**config.mk**
```make
export PLATFORM = sky130hd
export DESIGN_NAME = isa_bus_arbiter_flat
export DESIGN_NICKNAME = d
export VERILOG_FILES = /design/src/rtl/isa_bus_arbiter_if.sv /design/src/rtl/isa_bus_arbiter.sv /design/src/flat_wrapper.sv
export SDC_FILE = /design/constraint.sdc
export NUM_CORES = 1
export LEC_CHECK = 0
export CAP_MARGIN = 20
export CORE_MARGIN = 2
export CORE_UTILIZATION = 39
export CTS_CLUSTER_SIZE = 8
export DETAILED_ROUTE_END_ITERATION = 12
export PLACE_DENSITY = 0.92
export SLEW_MARGIN = 20
export SYNTH_ARGS = -nofsm -noshare
export SYNTH_HDL_FRONTEND = slang
export SYNTH_SLANG_ARGS = --single-unit
```
**constraint.sdc**
```tcl
create_clock -name sys_clock -period 2.3 [get_ports sys_clock]
set_input_delay 0.46 -clock sys_clock [delete_from_list [all_inputs] [get_ports sys_clock]]
set_output_delay 0.46 -clock sys_clock [all_outputs]
set_load 0.01 [all_outputs]
```
**src/rtl/isa_bus_arbiter_if.sv**
```systemverilog
// Card-side ISA bus bundle: requester handshake plus the shared bus pins.
// The arbiter connects through the master modport because it masters the
// ISA bus; requesters and the bus model use the slave modport.
interface isa_bus_arbiter_if #(
  parameter int NREQ = 4
) ();

  // Requester side
  logic [NREQ-1:0]      req;
  logic [NREQ-1:0]      req_we;
  logic [16*NREQ-1:0]   req_addr;
  logic [16*NREQ-1:0]   req_wdata;
  logic [NREQ-1:0]      ack;
  logic [15:0]          rd_data;
  logic                 busy;

  // ISA bus side
  logic [15:0]          bus_address;
  logic [15:0]          bus_data_out;
  logic                 bus_data_dir;
  logic [15:0]          bus_data_in;
  logic                 bus_ior_n;
  logic                 bus_iow_n;

  modport master (
    input  req, req_we, req_addr, req_wdata, bus_data_in,
    output ack, rd_data, busy,
    output bus_address, bus_data_out, bus_data_dir, bus_ior_n, bus_iow_n
  );

  modport slave (
    output req, req_we, req_addr, req_wdata, bus_data_in,
    input  ack, rd_data, busy,
    input  bus_address, bus_data_out, bus_data_dir, bus_ior_n, bus_iow_n
  );

endinterface

```
**src/rtl/isa_bus_arbiter.sv**
```systemverilog
// Round-robin arbiter and ISA I/O cycle sequencer. Grants one requester at
// a time, latches its request fields, runs a setup/strobe/hold I/O cycle,
// captures read data and pulses a one-cycle acknowledge.
// The interface instance must be built with the same NREQ as this module.
module isa_bus_arbiter #(
  parameter int NREQ       = 4,
  parameter int SETUP_CYC  = 2,
  parameter int STROBE_CYC = 8,
  parameter int HOLD_CYC   = 2
) (
  input  logic                sys_clock,
  input  logic                reset,
  isa_bus_arbiter_if.master   bus
);

  localparam int IDX_W = (NREQ > 1) ? $clog2(NREQ) : 1;

  typedef enum logic [2:0] {
    S_IDLE,
    S_SETUP,
    S_STROBE,
    S_HOLD,
    S_DONE
  } state_t;

  state_t           r_state;
  state_t           w_next_state;
  logic [7:0]       r_cnt;
  logic [7:0]       w_cnt_next;
  logic             w_cnt_zero;

  logic [IDX_W-1:0] r_ptr;
  logic [IDX_W-1:0] r_gnt_idx;
  logic [IDX_W-1:0] w_gnt_idx;
  logic             w_gnt_vld;

  logic [15:0]      r_addr;
  logic [15:0]      r_wdata;
  logic             r_we;
  logic [15:0]      r_rd_data;
  logic [NREQ-1:0]  w_ack;

  assign w_cnt_zero = (r_cnt == 8'd0);

  // Pick the first active requester at or above the priority pointer, wrapping.
  always_comb begin
    // NOTE: every always_comb output gets a default first so no path leaves it
    // unassigned; a missing default infers a latch.
    w_gnt_vld = 1'b0;
    w_gnt_idx = '0;
    for (int i = 0; i < NREQ; i++) begin
      int j;
      j = int'(r_ptr) + i;
      if (j >= NREQ) j = j - NREQ;
      if (!w_gnt_vld && bus.req[j]) begin
        w_gnt_vld = 1'b1;
        w_gnt_idx = IDX_W'(j);
      end
    end
  end

  // Next state and phase counter: each timed phase runs until the counter hits 0.
  always_comb begin
    w_next_state = r_state;
    w_cnt_next   = r_cnt;
    unique case (r_state)
      S_IDLE: begin
        if (w_gnt_vld) begin
          w_next_state = S_SETUP;
          w_cnt_next   = 8'(SETUP_CYC - 1);
        end
      end
      S_SETUP: begin
        if (w_cnt_zero) begin
          w_next_state = S_STROBE;
          w_cnt_next   = 8'(STROBE_CYC - 1);
        end else begin
          w_cnt_next   = r_cnt - 8'd1;
        end
      end
      S_STROBE: begin
        if (w_cnt_zero) begin
          w_next_state = S_HOLD;
          w_cnt_next   = 8'(HOLD_CYC - 1);
        end else begin
          w_cnt_next   = r_cnt - 8'd1;
        end
      end
      S_HOLD: begin
        if (w_cnt_zero) w_next_state = S_DONE;
        else            w_cnt_next   = r_cnt - 8'd1;
      end
      S_DONE:  w_next_state = S_IDLE;
      default: w_next_state = S_IDLE;
    endcase
  end

  // State register; reset discards any in-flight transaction.
  always_ff @(posedge sys_clock) begin
    // NOTE: sequential state uses non-blocking assignments so every register
    // samples pre-edge values regardless of statement order.
    if (reset) begin
      r_state <= S_IDLE;
      r_cnt   <= 8'd0;
    end else begin
      r_state <= w_next_state;
      r_cnt   <= w_cnt_next;
    end
  end

  // Latch the granted request at grant time and advance the priority pointer.
  always_ff @(posedge sys_clock) begin
    if (reset) begin
      r_ptr     <= '0;
      r_gnt_idx <= '0;
      r_addr    <= 16'h0000;
      r_wdata   <= 16'h0000;
      r_we      <= 1'b0;
    end else if (r_state == S_IDLE && w_gnt_vld) begin
      r_gnt_idx <= w_gnt_idx;
      r_addr    <= bus.req_addr[{w_gnt_idx, 4'b0000} +: 16];
      r_wdata   <= bus.req_wdata[{w_gnt_idx, 4'b0000} +: 16];
      r_we      <= bus.req_we[w_gnt_idx];
      r_ptr     <= (w_gnt_idx == IDX_W'(NREQ - 1)) ? '0 : w_gnt_idx + 1'b1;
    end
  end

  // Capture read data on the edge that ends the strobe.
  always_ff @(posedge sys_clock) begin
    if (reset) begin
      r_rd_data <= 16'h0000;
    end else if (r_state == S_STROBE && w_cnt_zero && !r_we) begin
      r_rd_data <= bus.bus_data_in;
    end
  end

  // Bus and handshake outputs decoded from the registered state and latched fields.
  always_comb begin
    w_ack            = '0;
    bus.bus_address  = 16'h0000;
    bus.bus_data_out = 16'h0000;
    bus.bus_data_dir = 1'b0;
    bus.bus_ior_n    = 1'b1;
    bus.bus_iow_n    = 1'b1;
    if (r_state == S_SETUP || r_state == S_STROBE || r_state == S_HOLD) begin
      bus.bus_address  = r_addr;
      bus.bus_data_out = r_we ? r_wdata : 16'h0000;
      bus.bus_data_dir = r_we;
    end
    if (r_state == S_STROBE) begin
      bus.bus_iow_n = !r_we;
      bus.bus_ior_n = r_we;
    end
    if (r_state == S_DONE) w_ack[r_gnt_idx] = 1'b1;
  end

  assign bus.ack     = w_ack;
  assign bus.rd_data = r_rd_data;
  assign bus.busy    = (r_state != S_IDLE);

endmodule

```
**src/flat_wrapper.sv**
```systemverilog
// flat-port wrapper written by rule: the top's interface ports become plain ports
module isa_bus_arbiter_flat 
#(
  parameter int NREQ       = 4,
  parameter int SETUP_CYC  = 2,
  parameter int STROBE_CYC = 8,
  parameter int HOLD_CYC   = 2
)
  (sys_clock, reset, bus_req, bus_req_we, bus_req_addr, bus_req_wdata, bus_bus_data_in, bus_ack, bus_rd_data, bus_busy, bus_bus_address, bus_bus_data_out, bus_bus_data_dir, bus_bus_ior_n, bus_bus_iow_n);
  isa_bus_arbiter_if #(.NREQ(NREQ)) bus_i ();
  input  logic sys_clock;
  input  logic reset;
  input wire logic [$bits(bus_i.req)-1:0] bus_req;
  input wire logic [$bits(bus_i.req_we)-1:0] bus_req_we;
  input wire logic [$bits(bus_i.req_addr)-1:0] bus_req_addr;
  input wire logic [$bits(bus_i.req_wdata)-1:0] bus_req_wdata;
  input wire logic [$bits(bus_i.bus_data_in)-1:0] bus_bus_data_in;
  output wire logic [$bits(bus_i.ack)-1:0] bus_ack;
  output wire logic [$bits(bus_i.rd_data)-1:0] bus_rd_data;
  output wire logic [$bits(bus_i.busy)-1:0] bus_busy;
  output wire logic [$bits(bus_i.bus_address)-1:0] bus_bus_address;
  output wire logic [$bits(bus_i.bus_data_out)-1:0] bus_bus_data_out;
  output wire logic [$bits(bus_i.bus_data_dir)-1:0] bus_bus_data_dir;
  output wire logic [$bits(bus_i.bus_ior_n)-1:0] bus_bus_ior_n;
  output wire logic [$bits(bus_i.bus_iow_n)-1:0] bus_bus_iow_n;
  assign bus_i.req = bus_req;
  assign bus_i.req_we = bus_req_we;
  assign bus_i.req_addr = bus_req_addr;
  assign bus_i.req_wdata = bus_req_wdata;
  assign bus_i.bus_data_in = bus_bus_data_in;
  assign bus_ack = bus_i.ack;
  assign bus_rd_data = bus_i.rd_data;
  assign bus_busy = bus_i.busy;
  assign bus_bus_address = bus_i.bus_address;
  assign bus_bus_data_out = bus_i.bus_data_out;
  assign bus_bus_data_dir = bus_i.bus_data_dir;
  assign bus_bus_ior_n = bus_i.bus_ior_n;
  assign bus_bus_iow_n = bus_i.bus_iow_n;
  isa_bus_arbiter #(.NREQ(NREQ), .SETUP_CYC(SETUP_CYC), .STROBE_CYC(STROBE_CYC), .HOLD_CYC(HOLD_CYC)) u_core (.sys_clock(sys_clock), .reset(reset), .bus(bus_i));
endmodule
```
# Word level (Yosys, flattened, before mapping)

Index checks and enable logic that the tools add are counted.

Bits in registers: 64
Bits of input ports: 154
Output and inout bits: 56
Logic and storage cells: 105

Add/sub/neg operators: 9
Magnitude comparators: 11
Eq/ne operators: 10
Shift-type cells: 2
Mux-type cells: 46
Reductions and logical operators: 19

Operators by type and width:

| kind                                                                          | count |
|---|---|
| 32-bit by 4-bit less-than comparator with 1-bit output, second input constant | 4 |
| 32-bit 2-to-1 mux                                                             | 4 |
| 64-bit by 7-bit indexed part select with 16-bit output                        | 2 |
| 32-bit by 4-bit >= comparator with 1-bit output, second input constant        | 3 |
| 32-bit by 4-bit subtractor with 32-bit output, second input constant          | 3 |
| 16-bit 2-to-1 mux                                                             | 3 |
| 8-bit 2-to-1 mux                                                              | 4 |
| 8-bit one-hot mux with 4 select lines                                         | 1 |
| 1-bit 2-to-1 mux                                                              | 17 |
| 3-bit 2-to-1 mux                                                              | 4 |
| 3-bit one-hot mux with 4 select lines                                         | 1 |
| 1-bit binary-select mux with 2-bit select                                     | 5 |
| 2-bit 2-to-1 mux                                                              | 5 |
| 8-bit zero test                                                               | 1 |
| 2-bit by 1-bit inequality test with 1-bit output, second input constant       | 4 |
| 8-bit by 1-bit subtractor with 8-bit output, second input constant            | 1 |
| 1-bit logical AND                                                             | 7 |
| 2-bit by 2-bit adder with 3-bit output, second input constant                 | 2 |
| 3-bit by 2-bit equality test with 1-bit output, second input constant         | 2 |
| 2-bit by 3-bit less-than comparator with 1-bit output, second input constant  | 2 |
| 1-bit zero test                                                               | 4 |
| 4-bit 2-to-1 mux                                                              | 1 |
| 4-bit AND reduction                                                           | 1 |
| 4-bit nonzero test                                                            | 1 |
| other kinds (14)                                                              | 15 |

# Depth between registers and ports, before layout

Depth in word-level cells: 17
Mapped depth: 8
Depth with buffers taken out: 7

# Worst setup path before layout

OpenSTA, ideal clock, no wires.

Path type: register -> register
Start: register u_core.r_cnt[3]
End: register u_core.r_rd_data[10] (netlist: u_core.bus.rd_data[10])
Setup time: 0.124 ns
Arrival: 1.787 ns
Data required time: 2.176 ns
Slack: 0.389 ns
Stages on the path, launching flop included: 7
Path buffers: 1
Cells stage by stage: dfxtp_1 or4_4 or3_4 nor2_8 buf_12 mux2i_1 nor2_1

Cells in the longest elaborated chain, start to end: 3

Ends and longest elaborated chain:

| what                           | RTL line               | text |
|---|---|---|
| start: declaration             | isa_bus_arbiter.sv:28  | `logic [7:0] r_cnt;` |
| start signal: assignment       | isa_bus_arbiter.sv:107 | `r_cnt <= w_cnt_next;` |
| 8-bit zero test                | isa_bus_arbiter.sv:43  | `assign w_cnt_zero = (r_cnt == 8'd0);` |
| 1-bit logical AND (2 in a row) | isa_bus_arbiter.sv:132 | `end else if (r_state == S_STROBE && w_cnt_zero && !r_we) begin` |
| end signal: assignment         | isa_bus_arbiter.sv:133 | `r_rd_data <= bus.bus_data_in;` |
| end: declaration               | isa_bus_arbiter.sv:40  | `logic [15:0] r_rd_data;` |

Every way passes these cells.
A chain may end at the register's enable or synchronous reset.

# Final worst setup path

Start: register u_core.r_state[0]
End: output bus_bus_data_out[12]

Cells in the longest elaborated chain, start to end: 4
Elaborated cells on any way between the ends: 6
Those cells by class: eq/ne: 3; mux: 1; reduce/logical: 2

Ends and longest elaborated chain:

| what                                                                                                                    | RTL line               | text |
|---|---|---|
| start: declaration                                                                                                      | isa_bus_arbiter.sv:26  | `state_t r_state;` |
| start signal: assignment                                                                                                | isa_bus_arbiter.sv:106 | `r_state <= w_next_state;` |
| 3-bit by 1-bit equality test with 1-bit output / 3-bit by 2-bit equality test with 1-bit output (equally long branches) | isa_bus_arbiter.sv:145 | `if (r_state == S_SETUP \|\| r_state == S_STROBE \|\| r_state == S_HOLD) begin` |
| 1-bit logical OR                                                                                                        | isa_bus_arbiter.sv:145 |  |
| 1-bit logical OR *                                                                                                      | isa_bus_arbiter.sv:145 |  |
| 16-bit 2-to-1 mux *                                                                                                     | isa_bus_arbiter.sv:145 |  |
| end: declaration                                                                                                        | flat_wrapper.sv:22     | `output wire logic [$bits(bus_i.bus_data_out)-1:0] bus_bus_data_out;` |

Every way passes the cells marked *; elsewhere a longest branch is shown, timed or not.

==> flow_summary_export.csv <==
group,metric,value,unit
run_status,status,"complete, no violations",
logic_synthesis,yosys_register_bits,64,
logic_synthesis,yosys_warnings,0,
route,ant_nets,0,
logic_synthesis,synthSimpleGateAreaFrac,0.249,
sta,hold_ws,0.466,ns
critical_path,worstPathArrival,1.80,ns
logic_synthesis,syn-num-nets,615,
pwr,leakage,2.68,nW
critical_path,path_buf_inv,2,
critical_path,crit_type,"reg2out",
critical_path,cp_slowest_cell,"clkdlybuf4s50_1",
critical_path,slowest_delay,0.55,ns
sta,min_period,2.26,ns
logic_synthesis,synth_ff_type,"dfxtp_1",
floorplan,die_h,103,um
sta,setup_violations,0,
route,via_per_inst,5.34,
placement,portBuffers,209,
pwr,ir_drop,0.436,mV
placement,place_congestion,0.877,
pwr,power_density,895,nW/um^2
sta,clock_skew,0.0165,ns
clock_network,postCtsSetupBuffers,0,
logic_synthesis,syn_avg_cell_area,8.26,um^2
floorplan,fp.dieW,103,um
route,first_pass_iters,4,
clock_network,clk_path_buf_depth,2,
logic_synthesis,synth_mux_area_frac,0.137,
critical_path,cp_common_cell,"nor2_2",
clock_network,h-tree-depth,3,
critical_path,reg2reg_depth,5,
global_route,grt_pass1_wl,19.8,mm
sta,fmax,443,MHz
floorplan,ios,210,
global_route,grt_overflow_total,0,
hold_path,whs_endpoint,"u_core.r_addr[6]",
placement,dp_cells,781,
critical_path,critPathMaxFanout,18,
clock_network,clk_latency,0.35,ns
hold_path,hold_path_class,"reg2reg",
global_route,track_usage,0.239,
sta,slew_viol_final,0,
critical_path,path_cells,"nor2_2 -> nor2_2 -> buf_6 -> and3_1 -> clkdlybuf4s50_1",
clock_network,clk_pin_slew,0.08,ns
cells_and_area,area_growth,67.3,%
clock_network,cts_root_buf,"clkbuf_8",
floorplan,rows,36,
placement,dp_hpwl,9.59,mm
flow_run,cap_viol_max_count,0,
cells_and_area,finalNonFillerCells,797,
cells_and_area,final_nets,814,
critical_path,r2r_slack,0.20,ns
sta,slew_headroom,0.658,
logic_synthesis,yosysSeqAreaShare,0.337,
route,drtIter0Drc,158,
logic_synthesis,yosysUniqueCellTypes,45,
route,totalWireLength,12.8,mm
placement,postPlaceCellArea,6090,um^2
cells_and_area,stdcell_area,6350,um^2
logic_synthesis,yosys.area_share.adder,0.00329,
clock_network,cts_tree,"yes",
global_route,grt_pass1_vias,4214,
critical_path,reg2reg_from,"u_core.r_cnt[3]",
floorplan,core_area,9590,um^2
critical_path,cp_top_family,"buffers and inverters",
route,drc_errors,0,
clock_network,cts_sinks,64,
critical_path,required,1.84,ns
logic_synthesis,async_flop_share,0,
global_route,antenna_found_initial,0,
logic_synthesis,yosys.area_share.xor_xnor,0.0161,
logic_synthesis,synth-edff-count,0,
critical_path,reg2reg_to,"u_core.bus.rd_data[11]",
logic_synthesis,synth_top_family_by_area,"simple AND/OR/NAND/NOR gates",
clock_network,numCtsBuffers,9,
cells_and_area,utilization,0.662,
critical_path,cp-start-kind,"register",
logic_synthesis,syn_inst,460,
logic_synthesis,syn_area,3800,um^2
cells_and_area,drive_gt1_frac,0.0678,
cells_and_area,antenna_cells,0,
sta,post-route-period-util,0.981,
logic_synthesis,synth_compound_area_frac,0.204,
sta,rsz0062_at_grt,"true",
pwr,finalPower,5.69,mW
hold_path,min_from,"u_core.r_addr[6]",
cells_and_area,fillers,773,
critical_path,end_kind,"primary output",
sta,worst_slew_pin_slew,0.508,ns
floorplan,initial_utilization,0.396,
global_route,grt_max_degree,67,
route,wire_per_inst,16.0,um
floorplan,dieArea,10500,um^2
route,vias,4255,
hold_path,worstHoldPathCells,2,
sta,finalHoldViolations,0,
## final cells by class
type / instances / area (um^2) / area share
tap: 133 / 166 / 0.0262
multi-input combinational: 352 / 2330 / 0.367
inverter: 6 / 22.5 / 0.00354
timing repair buffer: 226 / 2330 / 0.366
sequential: 64 / 1280 / 0.202
clock buffer: 9 / 124 / 0.0195
clock inverter: 7 / 103 / 0.0161
## worst max-delay path by stage
stage | startpoint | to | depth (start not counted)
6_report | u_core.r_state[0] | bus_bus_data_out[12] | 5
3_3_place_gp | bus_req[2] | u_core.r_wdata[0] | 7
4_1_cts | u_core.r_state[0] | bus_bus_data_out[15] | 5
3_5_place_dp | bus_req[1] | u_core.r_addr[9] | 7
2_1_floorplan | u_core.r_cnt[3] | u_core.bus.rd_data[10] | 6
5_1_grt | u_core.r_state[0] | bus_bus_data_out[8] | 5
## layout by cell type (no fill, tap or decap), types with 6 or more instances in the layout
cell type and count:
and3_1 49, nand2_1 38, clkbuf_8 9, buf_4 9
o211ai_1 33, a21boi_0 34, dfxtp_1 63, nor2_1 34
xor2_1 6, buf_12 6, clkdlybuf4s50_1 198, dlymetal6s2s_1 10
inv_1 6, and2_1 19, mux2i_1 52, o21ai_0 21
o21ai_1 14, nor3_1 8
## synthesized netlist by cell type (2+ instances only)
cell type | instances | share of area
dfxtp_1 | 64 | 0.34
mux2i_1 | 52 | 0.14
and3_1 | 49 | 0.081
nand2_1 | 38 | 0.038
nor2_1 | 37 | 0.037
a21boi_0 | 34 | 0.067
o211ai_1 | 33 | 0.065
clkbuf_1 | 29 | 0.029
o21ai_0 | 21 | 0.028
and2_1 | 20 | 0.033
o21ai_1 | 14 | 0.018
nor3_1 | 8 | 0.011
inv_1 | 6 | 0.0059
xor2_1 | 6 | 0.014
buf_2 | 5 | 0.0066
a21oi_1 | 4 | 0.0053
nand3_1 | 4 | 0.0053
nand2b_1 | 3 | 0.0049
nand4_1 | 3 | 0.0049
nor4_1 | 3 | 0.0049
a211oi_1 | 2 | 0.0040
nand3b_1 | 2 | 0.0040
## through the flow
stage / worst slack [ns] / TNS [ns]
6_report: 0.0441 / 0
5_1_grt: -0.0207 / -0.0904
4_1_cts: 0.00298 / 0
3_3_place_gp: 0.0395 / 0
2_1_floorplan: 0.389 / 0
3_5_place_dp: -0.0416 / -0.155
## cell families (layout without fill, tap and decap cells)
family          Yosys count  in the layout
compound gates          115            115
xor+xnor                  7              7
fa+ha+maj                 1              1
buf+inv                  44            248
flops                    64             64
mux                      52             52
simple gates            177            177
## flip-flops by register name (all words and copies together) (netlist names)
register,count
u_core.r_cnt,8
u_core.r_ptr,2
u_core.r_addr,16
u_core.r_state,3
u_core.r_wdata,16
u_core.r_we,1
u_core.r_gnt_idx,2
u_core.bus.rd_data,16
## worst register-to-register path: stages, from the launching register on
cell and delay (ns):
dfxtp_1 0.38, or4_4 0.56, or3_4 0.40, nor2_8 0.32, mux2i_1 0.27, nor2_1 0.06
## per-layer routing
metal / routed length, um / track usage / vias to the layer above / share of wire
li1: - / - / 2056 / -
met1: 4950 / 0.272 / 2002 / 0.39
met2: 6850 / 0.447 / 176 / 0.54
met3: 749 / 0.0380 / 21 / 0.059
met4: 216 / 0.0892 / 0 / 0.017
met5: 0 / 0 / - / 0
## what timing repair did
item	in CTS	in global routing
hold buffers	0	0
resized for setup	3	12
setup endpoints to repair	26	32
## where the power goes
group | total, mW | internal [mW] | switching (mW)
clock network | 1.12 | 0.621 | 0.498
registers | 1.78 | 1.50 | 0.275
logic | 2.79 | 1.40 | 1.39
No activity file was read; power rests on OpenSTA's default activity.
